$ cat src/rtl/fetch_unit.sv
// rtl/fetch_unit.sv - LEGv8 instruction fetch stage: PC, IMem handshake, Imm26/SignCtrl predecode
// Holds one fetched instruction with its predecoded sign-extender control until downstream consumes it.

module fetch_unit #(
   parameter logic [63:0] RESET_PC = 64'h0
) (
   input  logic        CLK,
   input  logic        Reset,
   input  logic        Stall,
   input  logic        BranchTaken,
   input  logic [63:0] BranchPC,
   input  logic [63:0] BusImm,
   output logic        IMemReq,
   output logic [63:0] IMemAddr,
   input  logic        IMemRdy,
   input  logic [31:0] IMemData,
   output logic        InstrValid,
   output logic [31:0] Instr,
   output logic [63:0] InstrPC,
   output logic [25:0] Imm26,
   output logic [2:0]  SignCtrl
);

   typedef enum logic [1:0] {
      ST_BOOT     = 2'd0,
      ST_FETCH    = 2'd1,
      ST_REDIRECT = 2'd2
   } state_t;

   localparam logic [2:0] SC_DTYPE = 3'd0;
   localparam logic [2:0] SC_CBZ   = 3'd1;
   localparam logic [2:0] SC_B     = 3'd2;
   localparam logic [2:0] SC_ITYPE = 3'd3;
   localparam logic [2:0] SC_MOVZ  = 3'd4;

   state_t      state_q;
   logic [63:0] pc_q;
   logic        valid_q;
   logic [31:0] instr_q;
   logic [63:0] ipc_q;
   logic [25:0] imm_q;
   logic [2:0]  ctrl_q;

   logic [63:0] pc_inc_d;
   logic [63:0] target_d;
   logic [2:0]  ctrl_d;
   logic        req;
   logic        accept;
   logic        consume;

   function automatic logic [2:0] decode_ctrl(input logic [31:0] w);
      logic [2:0] c;
      c = SC_DTYPE;
      if (w[31:21] == 11'h7C2 || w[31:21] == 11'h7C0)
         c = SC_DTYPE;
      else if (w[31:24] == 8'hB4 || w[31:24] == 8'hB5)
         c = SC_CBZ;
      else if (w[31:26] == 6'h05 || w[31:26] == 6'h25)
         c = SC_B;
      else if (w[31:22] == 10'h244 || w[31:22] == 10'h248 || w[31:22] == 10'h2C8 ||
               w[31:22] == 10'h344 || w[31:22] == 10'h348)
         c = SC_ITYPE;
      else if (w[31:23] == 9'h1A5)
         c = SC_MOVZ;
      return c;
   endfunction

   // Both adders wrap modulo 2^64; misaligned targets are fetched as-is.
   assign pc_inc_d = pc_q + 64'd4;
   assign target_d = BranchPC + BusImm;
   assign ctrl_d   = decode_ctrl(IMemData);

   // A held instruction blocks new requests only while downstream is stalled.
   assign req     = (state_q == ST_FETCH) && (!valid_q || !Stall);
   assign accept  = req && IMemRdy && !BranchTaken;
   assign consume = valid_q && !Stall;

   always_ff @(posedge CLK or posedge Reset) begin
      if (Reset) begin
         state_q <= ST_BOOT;
         pc_q    <= RESET_PC;
         valid_q <= 1'b0;
         instr_q <= 32'h0;
         ipc_q   <= 64'h0;
         imm_q   <= 26'h0;
         ctrl_q  <= 3'h0;
      end else if (BranchTaken) begin
         state_q <= ST_REDIRECT;
         pc_q    <= target_d;
         valid_q <= 1'b0;
      end else begin
         case (state_q)
            ST_BOOT: begin
               state_q <= ST_FETCH;
            end
            ST_FETCH: begin
               if (accept) begin
                  instr_q <= IMemData;
                  ipc_q   <= pc_q;
                  imm_q   <= IMemData[25:0];
                  ctrl_q  <= ctrl_d;
                  valid_q <= 1'b1;
                  pc_q    <= pc_inc_d;
               end else if (consume) begin
                  valid_q <= 1'b0;
               end
            end
            ST_REDIRECT: begin
               state_q <= ST_FETCH;
            end
            default: begin
               state_q <= ST_BOOT;
               valid_q <= 1'b0;
            end
         endcase
      end
   end

   assign IMemReq    = req;
   assign IMemAddr   = pc_q;
   assign InstrValid = valid_q;
   assign Instr      = instr_q;
   assign InstrPC    = ipc_q;
   assign Imm26      = imm_q;
   assign SignCtrl   = ctrl_q;

endmodule

$ cat config.mk
export PLATFORM = sky130hd
export DESIGN_NAME = fetch_unit
export DESIGN_NICKNAME = d
export VERILOG_FILES = /design/src/rtl/fetch_unit.sv
export SDC_FILE = /design/constraint.sdc
export NUM_CORES = 1
export LEC_CHECK = 0
export CAP_MARGIN = 10
export CORE_ASPECT_RATIO = 1.25
export CORE_MARGIN = 8
export CORE_UTILIZATION = 44
export CTS_CLUSTER_DIAMETER = 100
export DETAILED_ROUTE_END_ITERATION = 6
export HOLD_SLACK_MARGIN = 0.03
export PLACE_DENSITY = 0.78
export SETUP_SLACK_MARGIN = 0.5
export SKIP_CTS_REPAIR_TIMING = 1
export SLEW_MARGIN = 20
export SYNTH_ARGS = -nofsm -noshare
export SYNTH_HDL_FRONTEND = slang
export SYNTH_SLANG_ARGS = --single-unit
$ cat constraint.sdc
create_clock -name CLK -period 5.82 [get_ports CLK]
set_input_delay 1.164 -clock CLK [delete_from_list [all_inputs] [get_ports CLK]]
set_output_delay 1.164 -clock CLK [all_outputs]
set_load 0.02 [all_outputs]
==> flow_results.org <==
** Power and ir drop
- Leakage :: 0.00692 uW
- NetSw :: 1930 uW
- Clk network pwr share :: a little under a quarter
- Combinational share of power :: 42.3%
- In this run switching power makes up about two fifths of total power.
- The internal power of the cells totals 3070 uW.
- Power, Total :: 5000 uW
- Dividing total power by cell area gives a power density of 311 mW/mm2.
- Across the VDD grid, the largest voltage drop is 0.217 mV.
- Proportion of power drawn by flip-flops and latches :: 33.9%

** Setup path
- Required time of the critical path :: a little over 6 ns
- On the critical path, the stage with the largest delay is an instance of o211ai_1.
- Worst setup SP type :: input pin
- STA puts the critical path data arrival time at 4.52 ns.
- By instance count, the cell type seen most on the critical path is a21oi_1.
- Critical Path Fanout Max :: 5
- The largest single stage delay on the critical path is 0.51 ns.
- Classification of the worst setup path :: in -> reg
- Cells traversed along the worst timing path :: clkdlybuf4s50_1, ha_1, inv_1, fa_1, nand2b_1, a21oi_1, o21ai_0, o211ai_1, a211oi_1, o41ai_1, xnor2_1, a21oi_1
- Kind of cell adding the most delay to the critical path :: compound AO/OA/AOI/OAI gates
- The number of buffers and inverters on the critical path is 2.
- Crit end category :: register

** Routing
- WL/cell :: 19.4 um
- DRC violation count after routing :: 0
- Via/cell ratio :: 5.63
- Detailed-route wire length :: 41,500 um
- 1st-pass router iterations :: 5
- The detail route stage leaves a number of antenna-violating nets equal to 0.
- In this run, the number of DRC markers left after iteration 0 of detailed routing was about 1,100.
- For this block, the via count after detailed routing is 12,022.

** Timing
- The clock arrives with 0.00995 ns of skew.
- The hold violation count in the final report came to 0.
- Measured against its own limit, the worst slew margin works out to 38.2%.
- Timing would allow up to 235 MHz.
- Final Slew Violations :: 0
- Setup repair after global routing left no endpoint under its margin.
- Setup violation total in the final timing report :: 0
- The routed design could run at a clock period as short as ~4.3 ns.
- At the pin with the least slew margin, the transition time is 0.927 ns.
- Hold timing on the final database bottoms out at a slack of between 0.4 and 0.5 ns.
- Summed over all failing endpoints, the final setup total negative slack is 0 ns.
- Final Cycle Share :: 73.0%

** CTS
- Source-to-sink clock delay at the later pin of the worst-skew pair :: 0.42 ns
- Count of clock tree sinks :: ~170
- No sink is reached through more buffers than the 2 on the longest clock path.
- CTS built an H-tree with a depth of 4.
- In this run the clock root is driven by a clkbuf_16.
- Clock tree from TritonCTS :: done
- The number of clock buffers added by TritonCTS is 17.
- After clock tree synthesis, the clock-pin slew on the worst setup and hold paths is 0.07 ns.

** Layout
- After the flow finishes, the layout carries non-filler instances totaling 2,134.
- The layout has 2,348 filler cells.
- Fraction of final layout cells with drive strength greater than 1 :: 4.42%
- Area added between synthesis and finish :: 34.9%
- The repair_antennas step left the layout with diodes totalling 0.
- At the end of the flow, the number of nets in the layout was between 2,000 and 2,500.

** Global route
- The number of global-route vias before repair is 11,432.
- The number of antenna violations at the first check in global routing is 0.
- Pin count of the biggest net entering global routing :: 167
- Total global routing overflow :: 0
- For this run, global-route usage on met2 was measured as 41.1%.
- met2 is the most crowded layer.
- For this run, global-route usage on met1 was measured as between 30% and 40%.
- Met3 routing resource usage after global routing :: 3.34%
- Across every metal layer, demand over resource in global routing totals ~25%.
- Wire length of the first global-routing pass :: 63,800 um

** Die
- Number of core rows :: 67
- Vert. Die Dim :: around 200 um
- After floorplanning, the core was sized to cover between 0.02 and 0.03 mm2.
- Die Outline Area :: 0.0326 mm2
- The die is 163 um wide.
- Initial standard-cell utilization of the core :: 44.5%
- Top-Level Pins :: 356

** Yosys
- Synthesis produced a netlist with a net count of 1,731.
- The average instance in the mapped netlist occupies 7.92 um2.
- The synthesized design devotes to its leading area cell type 34.9% of total area.
- In this run the cell area of the synthesized design comes to ~0.012 mm2.
- In the synthesized netlist, the number of instances is about 1,500.
- The most used flip-flop cell after synthesis is dfrtp_1.
- Number of warning messages in the yosys log :: 0
- Number of enable flip-flop cells after synthesis :: 0
- Fraction of registers with async set or reset after synthesis :: 100%
- Top cell type by total area after synthesis :: dfrtp_1
- Top cells by area, synth :: dfrtp_1 (35%), nand2_1 (13%), ha_1 (6.7%)
- Count of distinct cell types in the synthesized netlist :: 87
- The share of the Yosys chip area taken by registers is approximately a third.
- Synthesis-stage register bit count :: 166

** Run status
- Status :: complete, no violations

** Placement
- The congestion estimate from routability-driven global placement came to between 0.9 and 1.
- After legalization and detailed placement, the total HPWL measured 32,900 um.
- Once placement completed, the tool counted placed cells totaling 2,102.
- In this run the tool buffered the top-level ports with 355 buffer cells.

** Hold path
- The worst hold path belongs to the class reg -> reg.

** Flow run
- Max-cap violations in this run came to 0.
synth_stat cells, drive strengths merged (4+ instances only):
cell type,n
nor2b,4
o211ai,11
nand3,45
a21o,27
buf,58
ha,64
nand2,408
a21oi,113
nand2b,7
o21ai,70
nor3,20
o31ai,11
dfrtp,166
a211oi,17
nand4,33
o21bai,10
o21a,5
xor2,42
clkbuf,46
nor4,11
a31oi,17
xnor2,62
and4,4
or3,7
mux2i,5
and3,24
or2,8
nor2,98
inv,23
nor3b,6
and2,15
a2111oi,8
a41o,4
worst min-delay path: cells and delay by family, from the launching register on:
family	cells	cell delay, ns
DFF	1	0.34
and+or+nand+nor	2	0.10
path summary, 6_finish.rpt:
kind | startpoint | end | slack [ns] | depth (start not counted)
max in group asynchronous | Reset | IMemAddr[54]$_DFFE_PP0P_ | 3.80 | 3
hold reg to reg | InstrPC[48]$_DFFE_PP0P_ | InstrPC[48]$_DFFE_PP0P_ | 0.47 | 2
min in group asynchronous | Reset | InstrPC[0]$_DFFE_PP0P_ | 1.32 | 3
hold / removal | InstrPC[48]$_DFFE_PP0P_ | InstrPC[48]$_DFFE_PP0P_ | 0.47 | 2
setup reg to reg | InstrValid$_DFFE_PP0P_ | IMemAddr[57]$_DFFE_PP0P_ | 2.68 | 7
setup / recovery | BranchPC[0] | IMemAddr[56]$_DFFE_PP0P_ | 1.57 | 12
cell type report:
cell class	count	area (um2)	share of cell area, %
multi-input cells	1208	7140	44.5
clock buffers	18	439	2.74
repair buffers	360	3600	22.4
flip-flops and latches	166	4150	25.9
inverters	23	90.1	0.562
clock inverters	14	186	1.16
well taps	345	432	2.69
metrics by stage:
step / util (%) / setup WS, ns / cell area, um2
2_1_floorplan: - / 2.24 / 11900
3_3_place_gp: 57.6 / 1.27 / 15400
3_5_place_dp: 57.6 / 1.16 / 15400
4_1_cts: 59.9 / 1.60 / 16000
5_1_grt: 60.0 / 1.34 / 16000
6_report: 60.0 / 1.57 / 16000
flip-flops by register name, summed over array words and instances (netlist names):
name        flops
Instr          32
SignCtrl        3
IMemAddr       64
state_q         2
InstrPC        64
InstrValid      1
cells by family (layout without fill, tap and decap cells):
logic type / count (synthesis) / after routing / synth area share (%)
AOI/OAI and AO/OA: 331 / 331 / 18.2
xor gates and xnor gates: 104 / 104 / 7.66
adders and majority gates: 65 / 65 / 6.90
buffers and inverters: 127 / 415 / 5.22
DFF: 166 / 166 / 34.9
muxes: 6 / 6 / 0.516
and+or+nand+nor: 702 / 702 / 26.5
placed cells by master (no fill, tap or decap), types with 32 or more instances in the layout:
| master | n |
|---|---|
| a21oi_1 | 109 |
| nand4_1 | 32 |
| nand2_1 | 405 |
| xor2_1 | 42 |
| xnor2_1 | 62 |
| dfrtp_1 | 166 |
| ha_1 | 64 |
| o21ai_0 | 67 |
| nand3_1 | 43 |
| nor2_1 | 98 |
| clkdlybuf4s50_1 | 354 |
power groups by stage:
stage,registers (uW),clock network [uW],logic [uW]
final,1690,1190,2110
after global routing,1730,1260,2260
after CTS,1690,1220,2120
after detailed placement,1710,0,2110
after global placement,1700,0,2090
after floorplan,1960,0,834
metal layers:
metal | up-vias | wire length (um)
met5 | - | 0
met4 | 0 | 1510
met3 | 86 | 2870
met2 | 600 | 19800
met1 | 5576 | 17300
li1 | 5760 | -
(Power assumes the default switching activity.)
